**config.mk**
```make
export PLATFORM = sky130hd
export DESIGN_NAME = inst_axi_bridge_flat
export DESIGN_NICKNAME = d
export VERILOG_FILES = /design/src/rtl/inst_axi_bridge_if.sv /design/src/rtl/inst_axi_bridge.sv /design/src/flat_wrapper.sv
export SDC_FILE = /design/constraint.sdc
export NUM_CORES = 1
export LEC_CHECK = 0
export ABC_CLOCK_PERIOD_IN_PS = 2400
export BUFFER_PORTS_ARGS = -buffer_cell sky130_fd_sc_hd__buf_2
export CAP_MARGIN = 20
export CORE_AREA = 2 2 81 83
export CTS_CLUSTER_SIZE = 40
export DETAILED_ROUTE_END_ITERATION = 10
export DIE_AREA = 0 0 83 85
export PLACE_DENSITY_LB_ADDON = 0.3
export SLEW_MARGIN = 20
export SYNTH_ARGS = -nofsm -noshare
export SYNTH_HDL_FRONTEND = slang
export SYNTH_SLANG_ARGS = --single-unit
```
**constraint.sdc**
```tcl
create_clock -name clk -period 2.4 [get_ports clk]
set_input_delay 0 -clock clk [delete_from_list [all_inputs] [get_ports clk]]
set_output_delay 0 -clock clk [all_outputs]
set_load 0.05 [all_outputs]
```
**src/rtl/inst_axi_bridge_if.sv**
```systemverilog
// Bundle of the instruction SRAM-like request port and the AXI AR/R channels.
// master: the bridge side. slave: the IF stage plus the AXI slave, both driven by the environment.
interface inst_axi_bridge_if;
  logic        inst_sram_req;
  logic        inst_sram_wr;
  logic [1:0]  inst_sram_size;
  logic [3:0]  inst_sram_wstrb;
  logic [31:0] inst_sram_addr;
  logic [31:0] inst_sram_wdata;
  logic        inst_sram_addr_ok;
  logic        inst_sram_data_ok;
  logic [31:0] inst_sram_rdata;

  logic [3:0]  arid;
  logic [31:0] araddr;
  logic [7:0]  arlen;
  logic [2:0]  arsize;
  logic [1:0]  arburst;
  logic [1:0]  arlock;
  logic [3:0]  arcache;
  logic [2:0]  arprot;
  logic        arvalid;
  logic        arready;

  logic [3:0]  rid;
  logic [31:0] rdata;
  logic [1:0]  rresp;
  logic        rlast;
  logic        rvalid;
  logic        rready;

  modport master (
    input  inst_sram_req, inst_sram_wr, inst_sram_size, inst_sram_wstrb,
           inst_sram_addr, inst_sram_wdata,
    output inst_sram_addr_ok, inst_sram_data_ok, inst_sram_rdata,
    output arid, araddr, arlen, arsize, arburst, arlock, arcache, arprot, arvalid,
    input  arready,
    input  rid, rdata, rresp, rlast, rvalid,
    output rready
  );

  modport slave (
    output inst_sram_req, inst_sram_wr, inst_sram_size, inst_sram_wstrb,
           inst_sram_addr, inst_sram_wdata,
    input  inst_sram_addr_ok, inst_sram_data_ok, inst_sram_rdata,
    input  arid, araddr, arlen, arsize, arburst, arlock, arcache, arprot, arvalid,
    output arready,
    output rid, rdata, rresp, rlast, rvalid,
    input  rready
  );
endinterface

```
**src/rtl/inst_axi_bridge.sv**
```systemverilog
// Instruction-fetch to AXI read bridge: one AR in flight, up to MAX_OUTSTANDING reads, in-order single-ID returns.
// addr_ok is same-cycle in AR_IDLE; R passes through with zero latency; arready low stalls new requests.
module inst_axi_bridge #(
  parameter logic [3:0] ARID_VAL        = 4'h0,
  parameter int         MAX_OUTSTANDING = 2
) (
  input logic               clk,
  input logic               reset,
  inst_axi_bridge_if.master bus
);
  localparam logic [0:0] AR_IDLE = 1'b0;
  localparam logic [0:0] AR_BUSY = 1'b1;
  localparam logic [1:0] CNT_MAX = 2'(MAX_OUTSTANDING);

  logic [0:0]  ar_state;
  logic [1:0]  cnt;
  logic [31:0] ar_addr;
  logic [2:0]  ar_size;
  logic        rst_q;
  logic        addr_ok;
  logic        data_ok;
  logic        unused_ok;

  // rst_q holds off new requests for the first cycle after reset drops
  always_ff @(posedge clk) begin
    rst_q <= reset;
  end

  assign addr_ok = !reset && !rst_q && (ar_state == AR_IDLE) &&
                   bus.inst_sram_req && !bus.inst_sram_wr && (cnt < CNT_MAX);
  assign data_ok = bus.rvalid && bus.rready;

  always_ff @(posedge clk) begin
    if (reset) begin
      ar_state <= AR_IDLE;
      cnt      <= 2'd0;
      ar_addr  <= 32'd0;
      ar_size  <= 3'd0;
    end else begin
      if (ar_state == AR_IDLE) begin
        if (addr_ok) begin
          ar_addr  <= bus.inst_sram_addr;
          ar_size  <= {1'b0, bus.inst_sram_size};
          ar_state <= AR_BUSY;
        end
      end else if (bus.arready) begin
        ar_state <= AR_IDLE;
      end

      if (addr_ok && !data_ok) begin
        cnt <= cnt + 2'd1;
      end else if (data_ok && !addr_ok) begin
        cnt <= cnt - 2'd1;
      end
    end
  end

  assign bus.inst_sram_addr_ok = addr_ok;
  assign bus.inst_sram_data_ok = data_ok;
  assign bus.inst_sram_rdata   = bus.rdata;

  assign bus.arid    = ARID_VAL;
  assign bus.araddr  = ar_addr;
  assign bus.arlen   = 8'd0;
  assign bus.arsize  = ar_size;
  assign bus.arburst = 2'b01;
  assign bus.arlock  = 2'b00;
  assign bus.arcache = 4'd0;
  assign bus.arprot  = 3'd0;
  assign bus.arvalid = !reset && (ar_state == AR_BUSY);
  assign bus.rready  = !reset && (cnt != 2'd0);

  // write path, strobes, and R sideband are intentionally not consumed
  assign unused_ok = ^{bus.inst_sram_wstrb, bus.inst_sram_wdata, bus.rid, bus.rresp, bus.rlast};
endmodule

```
**src/flat_wrapper.sv**
```systemverilog
// flat-port wrapper written by rule: the top's interface ports become plain ports
module inst_axi_bridge_flat 
#(
  parameter logic [3:0] ARID_VAL        = 4'h0,
  parameter int         MAX_OUTSTANDING = 2
)
  (clk, reset, bus_inst_sram_req, bus_inst_sram_wr, bus_inst_sram_size, bus_inst_sram_wstrb, bus_inst_sram_addr, bus_inst_sram_wdata, bus_inst_sram_addr_ok, bus_inst_sram_data_ok, bus_inst_sram_rdata, bus_arid, bus_araddr, bus_arlen, bus_arsize, bus_arburst, bus_arlock, bus_arcache, bus_arprot, bus_arvalid, bus_arready, bus_rid, bus_rdata, bus_rresp, bus_rlast, bus_rvalid, bus_rready);
  inst_axi_bridge_if bus_i ();
  input logic clk;
  input logic reset;
  input wire logic [$bits(bus_i.inst_sram_req)-1:0] bus_inst_sram_req;
  input wire logic [$bits(bus_i.inst_sram_wr)-1:0] bus_inst_sram_wr;
  input wire logic [$bits(bus_i.inst_sram_size)-1:0] bus_inst_sram_size;
  input wire logic [$bits(bus_i.inst_sram_wstrb)-1:0] bus_inst_sram_wstrb;
  input wire logic [$bits(bus_i.inst_sram_addr)-1:0] bus_inst_sram_addr;
  input wire logic [$bits(bus_i.inst_sram_wdata)-1:0] bus_inst_sram_wdata;
  output wire logic [$bits(bus_i.inst_sram_addr_ok)-1:0] bus_inst_sram_addr_ok;
  output wire logic [$bits(bus_i.inst_sram_data_ok)-1:0] bus_inst_sram_data_ok;
  output wire logic [$bits(bus_i.inst_sram_rdata)-1:0] bus_inst_sram_rdata;
  output wire logic [$bits(bus_i.arid)-1:0] bus_arid;
  output wire logic [$bits(bus_i.araddr)-1:0] bus_araddr;
  output wire logic [$bits(bus_i.arlen)-1:0] bus_arlen;
  output wire logic [$bits(bus_i.arsize)-1:0] bus_arsize;
  output wire logic [$bits(bus_i.arburst)-1:0] bus_arburst;
  output wire logic [$bits(bus_i.arlock)-1:0] bus_arlock;
  output wire logic [$bits(bus_i.arcache)-1:0] bus_arcache;
  output wire logic [$bits(bus_i.arprot)-1:0] bus_arprot;
  output wire logic [$bits(bus_i.arvalid)-1:0] bus_arvalid;
  input wire logic [$bits(bus_i.arready)-1:0] bus_arready;
  input wire logic [$bits(bus_i.rid)-1:0] bus_rid;
  input wire logic [$bits(bus_i.rdata)-1:0] bus_rdata;
  input wire logic [$bits(bus_i.rresp)-1:0] bus_rresp;
  input wire logic [$bits(bus_i.rlast)-1:0] bus_rlast;
  input wire logic [$bits(bus_i.rvalid)-1:0] bus_rvalid;
  output wire logic [$bits(bus_i.rready)-1:0] bus_rready;
  assign bus_i.inst_sram_req = bus_inst_sram_req;
  assign bus_i.inst_sram_wr = bus_inst_sram_wr;
  assign bus_i.inst_sram_size = bus_inst_sram_size;
  assign bus_i.inst_sram_wstrb = bus_inst_sram_wstrb;
  assign bus_i.inst_sram_addr = bus_inst_sram_addr;
  assign bus_i.inst_sram_wdata = bus_inst_sram_wdata;
  assign bus_inst_sram_addr_ok = bus_i.inst_sram_addr_ok;
  assign bus_inst_sram_data_ok = bus_i.inst_sram_data_ok;
  assign bus_inst_sram_rdata = bus_i.inst_sram_rdata;
  assign bus_arid = bus_i.arid;
  assign bus_araddr = bus_i.araddr;
  assign bus_arlen = bus_i.arlen;
  assign bus_arsize = bus_i.arsize;
  assign bus_arburst = bus_i.arburst;
  assign bus_arlock = bus_i.arlock;
  assign bus_arcache = bus_i.arcache;
  assign bus_arprot = bus_i.arprot;
  assign bus_arvalid = bus_i.arvalid;
  assign bus_i.arready = bus_arready;
  assign bus_i.rid = bus_rid;
  assign bus_i.rdata = bus_rdata;
  assign bus_i.rresp = bus_rresp;
  assign bus_i.rlast = bus_rlast;
  assign bus_i.rvalid = bus_rvalid;
  assign bus_rready = bus_i.rready;
  inst_axi_bridge #(.ARID_VAL(ARID_VAL), .MAX_OUTSTANDING(MAX_OUTSTANDING)) u_core (.clk(clk), .reset(reset), .bus(bus_i));
endmodule
```
==> summary.txt <==
STA
  – Fin. Hold Viols: 0
  – Unrepaired setup endpoints after global routing: false
  – WHS: 0.0000193 ns
  – Max Fclk: ~0.55 GHz
  – Period utilisation layout: roughly 76%
  – Skew final: 0.00440 ns
  – Slew Limit Fails: 0
  – Final TNS setup: 0 ns
  – Setup-failing EPs final: 0
  – Final critical-path required period: ~1.8 ns

GRT
  – Gr usage total: 11.0%
  – GRT overflow: 0
  – First-pass GRT wire length: between 6000 and 7000 um
  – Vias in the first global route: 1,423
  – Pin count of the biggest net entering global routing: 24
  – Initial antenna violation count: 0

Critical path
  – Endpoint class of the critical path: flop
  – Critical path launch point type: flop
  – Crit path max fanout: 19
  – Crit Path Class: flop to flop
  – CP required: 2.63 ns
  – Critical path arrival: ~2.0 ns

Route
  – Vias: around 1,400
  – WL final: roughly 3800 um
  – Residual DRC: 0
  – Iteration count of the initial detailed-routing pass: 4
  – Post-route ant nets: 0
  – 1st-iter DRT viols: 11
  – Routed len/inst: approximately 11 um
  – Via density: 4.03

Cells and area
  – Layout cells sized above 1: a little under half
  – Filler cells: between 500 and 600
  – Nets: just under 400
  – Area of the multi-input gates: just under 900 um2
  – Commonest cells after routing, fill and taps aside: 77 x buf_2, 38 x dfxtp_1, 35 x dlygate4sd3_1
  – Total area of sequential cells: between 700 and 800 um2
  – Syn-to-layout area delta: 27.7%
  – Leading cell type in the layout, fill and taps excluded: buf_2
  – Ant. Diodes: 0

Pwr
  – Power Density: around 600 mW/mm2
  – Leakage: 1.42 nW
  – Pint: between 0.001 and 0.0015 W
  – Switch Pwr: between 0.0004 and 0.0005 W
  – Sw frac: between 30% and 40%
  – Maximum vdd drop: between 0.2 and 0.3 mV
  – Power, Total: 0.00157 W
  – Clk pwr share: a little over a third
  – Comb power frac: ~22%
  – Sequential power share: roughly 43%

Floorplan
  – Core Area: between 0.006 and 0.007 mm2
  – Die W: slightly above 80 um
  – Die Ht: ~85 um
  – Die ar.: between 0.007 and 0.008 mm2
  – I/O pin cnt: approximately 210
  – FP Rows: 29
  – Starting Density: between 30% and 40%

Clocking
  – H-tree levels: 2
  – Reg clk slew, reported paths: 0.08 ns
  – Clk buf depth: 2
  – Clock Latency Late Sink: 0.29 ns
  – Num Clock Sinks: 38
  – Post-CTS setup buffers: 0
  – Num CTS Buffers: 5
  – Root Driver: clkbuf_8
  – TritonCTS clock tree: yes

Status
  – Status: completed

Synthesis
  – Post-synth cell types: 22
  – Sequential fraction of the synthesis area: between 30% and 40%
  – EDFF count, synth: 0
  – Syn. warnings: 0
  – Asr flop ratio synth: 0%
  – Share of the synthesized area in the top cell type: a little under two fifths
  – Synthesized area: 0.00205 mm2
  – Synth area leader: dfxtp_1
  – Top cells by area, synth: dfxtp_1 37%, buf_4 21%, mux2_4 15%
  – Post-synthesis register bit count: 38
  – Syn_area_per_cell: 10.9 um2
  – Synth Flop Type: dfxtp_1
  – Post-synthesis cell count: approximately 190

Hold path
  – Worst min-delay path class: input pin to primary output

Placement
  – HPWL after detailed placement: around 2500 um
  – Routability cong.: 0.652
  – I/O Buffers: 77

Job
  – Max-cap viol count: 0
path summary, 6_finish.rpt:
check             startpoint                      to  slack [ns]  depth (start not counted)
max             u_core.rst_q           u_core.cnt[1]        0.59                          6
max reg2reg     u_core.rst_q           u_core.cnt[1]        0.59                          6
min reg2reg  u_core.ar_state         u_core.ar_state        0.51                          2
min             bus_rdata[1]  bus_inst_sram_rdata[1]     0.00002                          0
cells in the mapped netlist, types with 3 or more instances:
master	n
buf_6	3
buf_4	57
and2b_1	13
mux2_2	14
nor2_1	4
mux2_4	20
nor2b_1	21
dfxtp_1	38
logic make-up after synthesis:
group | synth area share, %
simple gates | 14.7
compound gates | 0.731
mux | 22.3
buf+inv | 23.4
xor+xnor | 0.853
other cells | 0.366
fa+ha+maj | 0.609
flops | 37.0
power by group through the flow:
| stage | combinational [W] | clock, W | sequential, W |
|---|---|---|---|
| global route | 0.000370 | 0.000600 | 0.000672 |
| floorplan | 0.000341 | 0 | 0.000759 |
| CTS | 0.000351 | 0.000577 | 0.000669 |
| detailed placement | 0.000308 | 0 | 0.000683 |
| finish | 0.000351 | 0.000549 | 0.000669 |
| global placement | 0.000306 | 0 | 0.000683 |
critical path, cell delays in order (launching register included):
cell and delay, ns:
dfxtp_1 0.33, nor4b_4 0.25, nand2_4 0.25, inv_1 0.14, ha_1 0.27, or3_1 0.38, a21oi_1 0.14
stage by stage:
stage	setup WS [ns]	std cells	cell area [um2]	utilization, %
2_1_floorplan	0.270	211	2140	-
3_3_place_gp	0.540	304	2160	34.8
3_5_place_dp	0.553	304	2160	34.8
4_1_cts	0.570	347	2620	42.3
5_1_grt	0.481	347	2620	42.3
6_report	0.588	347	2620	42.3
sequential cells by signal, indices dropped and copies added, names as in the netlist:
name and flops:
u_core.bus.arsize 2, u_core.rst_q 1, u_core.bus.araddr 32, u_core.cnt 2
u_core.ar_state 1
layout make-up:
class / instances / share of cell area (%)
multi-input cells: 108 / 34.1
well taps: 77 / 3.67
clock buffers: 5 / 2.62
inverters: 2 / 0.286
flip-flops and latches: 38 / 29.0
clock inverters: 3 / 1.72
repair buffers: 114 / 28.6
per-layer routing:
layer  GRT usage, %  share of wire (%)
met2           19.6                 48
met4           3.13                1.7
met3           4.28                9.8
met5              0                  0
met1           12.3                 41
what timing repair did:
action                                 4_1_cts  5_1_grt
endpoints found under the hold margin       35        0
hold buffers                                35        0
gates resized for setup                      0        0
Power figures use the tool's default switching activity.
